===== src/rtl/tt_sram_responder.sv =====
// Synthesizable stand-in for the 1rw SRAM macro: flop-array storage cleared after
// reset, byte-masked writes, 1-cycle registered reads, sticky error flags and counters.
module tt_sram_responder #(
  parameter int DEPTH = 32,
  parameter int CNT_W = 16
) (
  input  logic             clk,
  input  logic             rst_n,
  input  logic             ram_csb0,
  input  logic             ram_web0,
  input  logic [3:0]       ram_wmask0,
  input  logic [8:0]       ram_addr0,
  input  logic [31:0]      ram_din0,
  output logic [31:0]      ram_dout0,
  output logic             busy,
  output logic             err_oob,
  output logic             err_busy,
  output logic [CNT_W-1:0] rd_count,
  output logic [CNT_W-1:0] wr_count
);

  localparam int               PTR_W    = (DEPTH > 1) ? $clog2(DEPTH) : 1;
  localparam logic [PTR_W-1:0] PTR_LAST = PTR_W'(DEPTH - 1);
  localparam logic [9:0]       DEPTH_L  = 10'(DEPTH);
  localparam logic [CNT_W-1:0] CNT_MAX  = {CNT_W{1'b1}};

  typedef enum logic {ST_CLEAR, ST_READY} state_t;

  state_t           state_reg;
  logic [PTR_W-1:0] ptr_reg;
  logic [31:0]      mem [0:DEPTH-1];

  logic             access;
  logic             in_range;
  logic             rd_en;
  logic             wr_en;
  logic [PTR_W-1:0] idx;
  logic [31:0]      wr_word;

  assign access   = ~ram_csb0;
  assign in_range = {1'b0, ram_addr0} < DEPTH_L;
  assign idx      = ram_addr0[PTR_W-1:0];
  assign rd_en    = (state_reg == ST_READY) && access && ram_web0;
  assign wr_en    = (state_reg == ST_READY) && access && !ram_web0;

  // Merge enabled byte lanes of the write data over the current word contents.
  generate
    for (genvar gi = 0; gi < 4; gi++) begin : g_lane
      assign wr_word[8*gi +: 8] = ram_wmask0[gi] ? ram_din0[8*gi +: 8] : mem[idx][8*gi +: 8];
    end
  endgenerate

  // Storage carries no reset; its contents are defined only by the clear sweep.
  always_ff @(posedge clk) begin
    if (state_reg == ST_CLEAR) begin
      mem[ptr_reg] <= '0;
    end else if (wr_en && in_range) begin
      mem[idx] <= wr_word;
    end
  end

  always_ff @(posedge clk or negedge rst_n) begin
    if (!rst_n) begin
      state_reg <= ST_CLEAR;
      ptr_reg   <= '0;
      busy      <= 1'b1;
      ram_dout0 <= '0;
      err_oob   <= 1'b0;
      err_busy  <= 1'b0;
      rd_count  <= '0;
      wr_count  <= '0;
    end else begin
      case (state_reg)
        ST_CLEAR: begin
          if (access) err_busy <= 1'b1;
          if (ptr_reg == PTR_LAST) begin
            state_reg <= ST_READY;
            busy      <= 1'b0;
          end else begin
            ptr_reg <= ptr_reg + 1'b1;
          end
        end
        default: begin
          if (access && !in_range) err_oob <= 1'b1;
          if (rd_en) begin
            ram_dout0 <= in_range ? mem[idx] : '0;
            if (rd_count != CNT_MAX) rd_count <= rd_count + 1'b1;
          end
          if (wr_en && wr_count != CNT_MAX) wr_count <= wr_count + 1'b1;
        end
      endcase
    end
  end

endmodule

===== config.mk =====
export PLATFORM = sky130hd
export DESIGN_NAME = tt_sram_responder
export DESIGN_NICKNAME = d
export VERILOG_FILES = /design/src/rtl/tt_sram_responder.sv
export SDC_FILE = /design/constraint.sdc
export NUM_CORES = 1
export LEC_CHECK = 0
export CORE_ASPECT_RATIO = 0.7
export CORE_MARGIN = 2
export CORE_UTILIZATION = 47
export CTS_CLUSTER_DIAMETER = 60
export CTS_CLUSTER_SIZE = 14
export DETAILED_ROUTE_END_ITERATION = 7
export DONT_BUFFER_PORTS = 1
export PLACE_DENSITY = 0.64
export SLEW_MARGIN = 10
export SYNTH_ARGS = -nofsm -noshare
export SYNTH_HDL_FRONTEND = slang
export SYNTH_SLANG_ARGS = --single-unit

===== constraint.sdc =====
create_clock -name clk -period 11.8 [get_ports clk]
set_input_delay 0 -clock clk [delete_from_list [all_inputs] [get_ports clk]]
set_output_delay 0 -clock clk [all_outputs]
set_load 0.03 [all_outputs]

==> results of run 1 <==
-- logic make-up after synthesis --
family | share of synthesized area (%)
flops | 74.7
mux | 12.0
compound gates | 7.71
simple gates | 2.91
buf+inv | 2.02
xor+xnor | 0.542
fa+ha+maj | 0.115
-- cell usage after synthesis (4+ instances only) --
master,instances,area share (%)
and3_1,10,0.14
nor2_1,43,0.37
buf_1,5,0.043
clkbuf_1,39,0.34
dfrtp_1,72,4.1
o211a_1,32,0.73
a21oi_1,129,1.5
nor4_2,32,0.92
buf_6,9,0.23
mux2_2,7,0.18
buf_2,50,0.57
o21ai_0,6,0.069
a22oi_1,256,4.4
clkbuf_4,4,0.069
edfxtp_1,1024,71
xnor2_1,19,0.38
a31oi_1,7,0.10
nor3_1,12,0.14
xor2_1,8,0.16
nand3_1,16,0.18
mux2i_1,514,12
ha_1,4,0.11
nand4_1,8,0.11
nand2_1,20,0.17
buf_4,40,0.69
nand2b_1,35,0.50
a22o_1,32,0.64
inv_1,8,0.069
-- worst max path at each step --
stage / slack, ps / endpoint
after global placement: 7760 / mem[9][13]
final: 7550 / mem[8][0]
after CTS: 7630 / mem[8][0]
after global routing: 7410 / mem[9][2]
after floorplan: 7740 / mem[10][0]
after detailed placement: 7650 / mem[8][13]
-- cell type report --
| type | instances | area [um^2] | area share [%] |
|---|---|---|---|
| clock buffers | 157 | 2520 | 5.26 |
| diodes | 1 | 2.50 | 0.00521 |
| well taps | 1235 | 1550 | 3.22 |
| multi-input cells | 1224 | 10400 | 21.7 |
| clock inverters | 12 | 113 | 0.235 |
| inverters | 8 | 30.0 | 0.0626 |
| repair buffers | 71 | 788 | 1.64 |
| flip-flops and latches | 1097 | 32600 | 67.9 |
-- stage by stage --
stage	instances	utilization [%]	setup WS [ps]	hold slack (ps)
5_1_grt	3804	52.2	7410	24.8
6_report	3805	52.2	7550	35.5
3_3_place_gp	3605	48.8	7760	-288
2_1_floorplan	2477	-	7740	-296
4_1_cts	3801	52.1	7630	11.6
3_5_place_dp	3615	49.1	7650	-291
-- per-layer routing --
metal  up-vias  wire length, um
li1       9983                -
met1     12280            48800
met2      1047            50700
met3       157            10600
met4         0             2310
met5         -                0
-- report_power, final --
part           switching (W)  total (W)  internal (W)
Clock                0.00135    0.00282       0.00146
Combinational       0.000175   0.000312      0.000138
Sequential         0.0000685    0.00428       0.00421
Total                0.00160    0.00741       0.00581
-- what timing repair did --
action | 4_1_cts | 5_1_grt
setup buffers | 0 | 0
hold buffers | 17 | 0
endpoints found under the hold margin | 466 | 0
==> results.toml, run 1 <==
[global_route]
grt_usage_pct = 23.3
use_met2_pct = 35.2
grt_util_met1_pct = 34.0
first_global_vias = 22891
grt_pass1_wl_um = 162000
grt_max_degree = 518
grt_overflow = 0
busiest_layer = "met2"
antenna_found_initial = 0
grt_util_met3_pct = 5.86

[final_layout]
drive_gt1_share_pct = 9.85
top_register = "mem"
nNetsFinal = 2545
final_common_cell = "edfxtp_1"
design_area_um2 = 48000
largest_registers = "mem (1024), ram_dout0 (32)"
largest_reg_flops = 1024
area_growth_pct = 10.1
final_cell_mix = "edfxtp_1, mux2i_1, a22oi_1"
fill_cells = 7354

[pwr]
power.density_nw_per_um2 = 154
peakVddDrop_mv = 0.116
p_leak_nw = 18.4
power_w = 0.00741

[drt]
wire_per_inst_um = 29.5
first_pass_iters = 5
route.detailed.drc = 0
drt-initial-drc-count = 2789
antenna_left = 0
vias_per_cell = 6.17
wl_um = 112000
via_count = 23467

[critical_path]
crit_slowest_cell = "nor3_2"
critPathLaunchType = "flop"
cp_common_cell = "buf_4"
rrSetupSlack_ps = 7550
worstReg2RegStart = "state_reg"
path_class = "reg -> reg"
cp-end-kind = "flop"
path_max_fanout = 50
crit_start = "state_reg"
cp_num_buf_inv = 2
arrival_ps = 4560
worstPathRequired_ps = 12110
r2r_end = "mem[8][0]"
path_delay_family = "simple AND/OR/NAND/NOR gates"
ff2ff_path_depth = 7
crit_chain = "nor3b_2, nor2b_4, buf_4, nor3b_1, o21ai_0, nor3_2, buf_4"
cp_num_cells = 7
slowest_delay_ps = 900

[timing]
slew_headroom_pct = -78.2
hold_violations = 0
slew_viol_final = 405
worstMarginPinSlew_ps = 2670
skew_ps = 30.8
fmax_mhz = 235
finalWorstPathRequiredPeriod_ps = 4250
setup_viol = 0
rsz0062_at_grt = "false"
fin_setup_tns_ps = 0
finalCritPeriodShare_pct = 36.0

[hold_path]
hold_path_end = "mem[21][17]"
min_path_cells = 2
hp-class = "in -> reg"
min_from = "ram_wmask0[2]"

[synth]
synthCells = 2477
synthDistinctLibCells = 55
synth-seq-area-share_pct = 74.7
ys_ff_latch = 1097
async_flop_share_pct = 6.65
avgSynthCellArea_um2 = 17.6
synth_edf_count = 1024
yosysWarnings = 0
syn_nets = 2530
syn_area_um2 = 43600
ys.flop_type = "edfxtp_1"

[status]
status = "finished with violations"
violations = "slew limit"

[clock_tree]
cts_tree = "done"
cts-resized-gates = 0
cts_buffers = 90
clock_sinks = 1097
clkTransAtPathRegs_ps = 70
cts_max_level = 3
insertion_delay_ps = 680
clk_path_buf_depth = 3
clockRootBuffer = "clkbuf_16"

[floorplanning]
placementRows = 93
die_x_um = 368
initial_core_util_pct = 47.4
dieArea_um2 = 95300
core_um2 = 91900
die_h_um = 259
io_pins = 116

[flow_run]
cap_viol_max_count = 0

[placement]
dp_hpwl_um = 63000
port_buffers = 0
gp_congestion = 0.866
placed_area_um2 = 45100
(Power assumes the default switching activity.)
==> inputs of run 2 (changes only) <==
PLACE_DENSITY = 0.66   (was 0.64)
clock period = 3.67 ns   (was 11.8 ns; I/O delays follow)
==> results.toml, run 2 (synthesized netlist as in run 1, its figures left out) <==
[status]
status = "finished with violations"
violations = "slew limit"

[critical_path]
path_delay_family = "simple AND/OR/NAND/NOR gates"
worstPathRequired_ps = 3970
arrival_ps = 3530
slowest_delay_ps = 640
crit_chain = "nor3b_2, nor2b_4, nor3b_1, o21ai_0, nor3_2, buf_4"
path_class = "reg -> reg"
crit_slowest_cell = "nor2b_4"
path_max_fanout = 32
cp-end-kind = "flop"
critPathLaunchType = "flop"
cp_num_buf_inv = 1

[floorplanning]
die_h_um = 259
placementRows = 93
initial_core_util_pct = 47.4
die_x_um = 368
io_pins = 116
core_um2 = 91900
dieArea_um2 = 95300

[global_route]
first_global_vias = 22847
antenna_found_initial = 2
grt_max_degree = 518
grt_overflow = 0
grt_usage_pct = 22.2
grt_pass1_wl_um = 155000

[timing]
worstMarginPinSlew_ps = 1600
slew_viol_final = 86
finalWorstPathRequiredPeriod_ps = 3230
fin_setup_tns_ps = 0
finalCritPeriodShare_pct = 88.0
skew_ps = 25.8
setup_viol = 0
fmax_mhz = 310
rsz0062_at_grt = "false"
hold_violations = 0
slew_headroom_pct = -6.81

[final_layout]
nNetsFinal = 2600
fill_cells = 7222
drive_gt1_share_pct = 11.1
final_cell_mix = "edfxtp_1, mux2i_1, a22oi_1"
area_growth_pct = 11.1
largest_reg_flops = 1024
top_register = "mem"
final_util_pct = 52.7
final_common_cell = "edfxtp_1"
largest_registers = "mem (1024), ram_dout0 (32)"
diodes = 0

[drt]
drt-initial-drc-count = 2712
route.detailed.drc = 0
via_count = 23373
wire_per_inst_um = 27.7
antenna_left = 0
first_pass_iters = 6
vias_per_cell = 6.07
wl_um = 107000

[clock_tree]
insertion_delay_ps = 680
ctsHoldBuffers = 27
clock_sinks = 1097
cts_max_level = 3
clk_path_buf_depth = 3
cts-resized-gates = 0
clockRootBuffer = "clkbuf_16"
postCtsSetupBuffers = 0
cts_buffers = 88
clkTransAtPathRegs_ps = 70
cts_tree = "done"

[placement]
port_buffers = 0
dp_hpwl_um = 61800
gp_congestion = 0.847

[pwr]
p_leak_nw = 18.7
peakVddDrop_mv = 0.403
power.density_nw_per_um2 = 488

[hold_path]
hp-class = "in -> reg"

[flow_run]
cap_viol_max_count = 0
run 2: layer usage:
layer  track usage, %  routed length (um)
met1             33.0               46800
met5                0                  14
met3             5.51                9770
met2             32.8               47400
met4             5.71                2470
run 2: stage by stage:
stage	setup WS (ps)	hold slack (ps)	power (W)	std cells	cell area, um^2
6_report	442	33.4	0.0236	3849	48400
5_1_grt	277	12.7	0.0243	3849	48400
4_1_cts	476	0.703	0.0238	3849	48400
3_5_place_dp	496	-293	0.0149	3665	45600
3_3_place_gp	583	-294	0.0149	3665	45600
2_1_floorplan	-388	-296	0.0148	2477	43600
run 2: worst paths after layout:
path / from / endpoint / slack [ps] / cells past startpoint
max in group asynchronous: rst_n / ram_dout0[3] / 2720 / 4
min in group asynchronous: rst_n / busy / 510 / 3
min: ram_din0[10] / mem[19][10] / 30 / 3
max reg2reg: state_reg / mem[9][9] / 440 / 6
min reg2reg: busy / busy / 590 / 1
max: state_reg / mem[9][9] / 440 / 6
run 2: area by class of cell:
type	instances	area [um^2]	area share [%]
well taps	1235	1550	3.19
clock buffers	153	2530	5.22
repair buffers	128	1300	2.69
inverters	8	30.0	0.0620
flip-flops and latches	1097	32600	67.2
clock inverters	4	37.5	0.0775
multi-input cells	1224	10400	21.5
run 2: worst register-to-register path, cell delays in order (launching register included):
cell and delay, ps:
dfrtp_1 330, nor3b_2 340, nor2b_4 640, nor3b_1 350
o21ai_0 410, nor3_2 260, buf_4 480
run 2: power breakdown:
group	leakage [nW]	internal [W]	switching, W
Clock	1.22	0.00467	0.00422
Combinational	5.41	0.000442	0.000565
Sequential	12.0	0.0135	0.000204
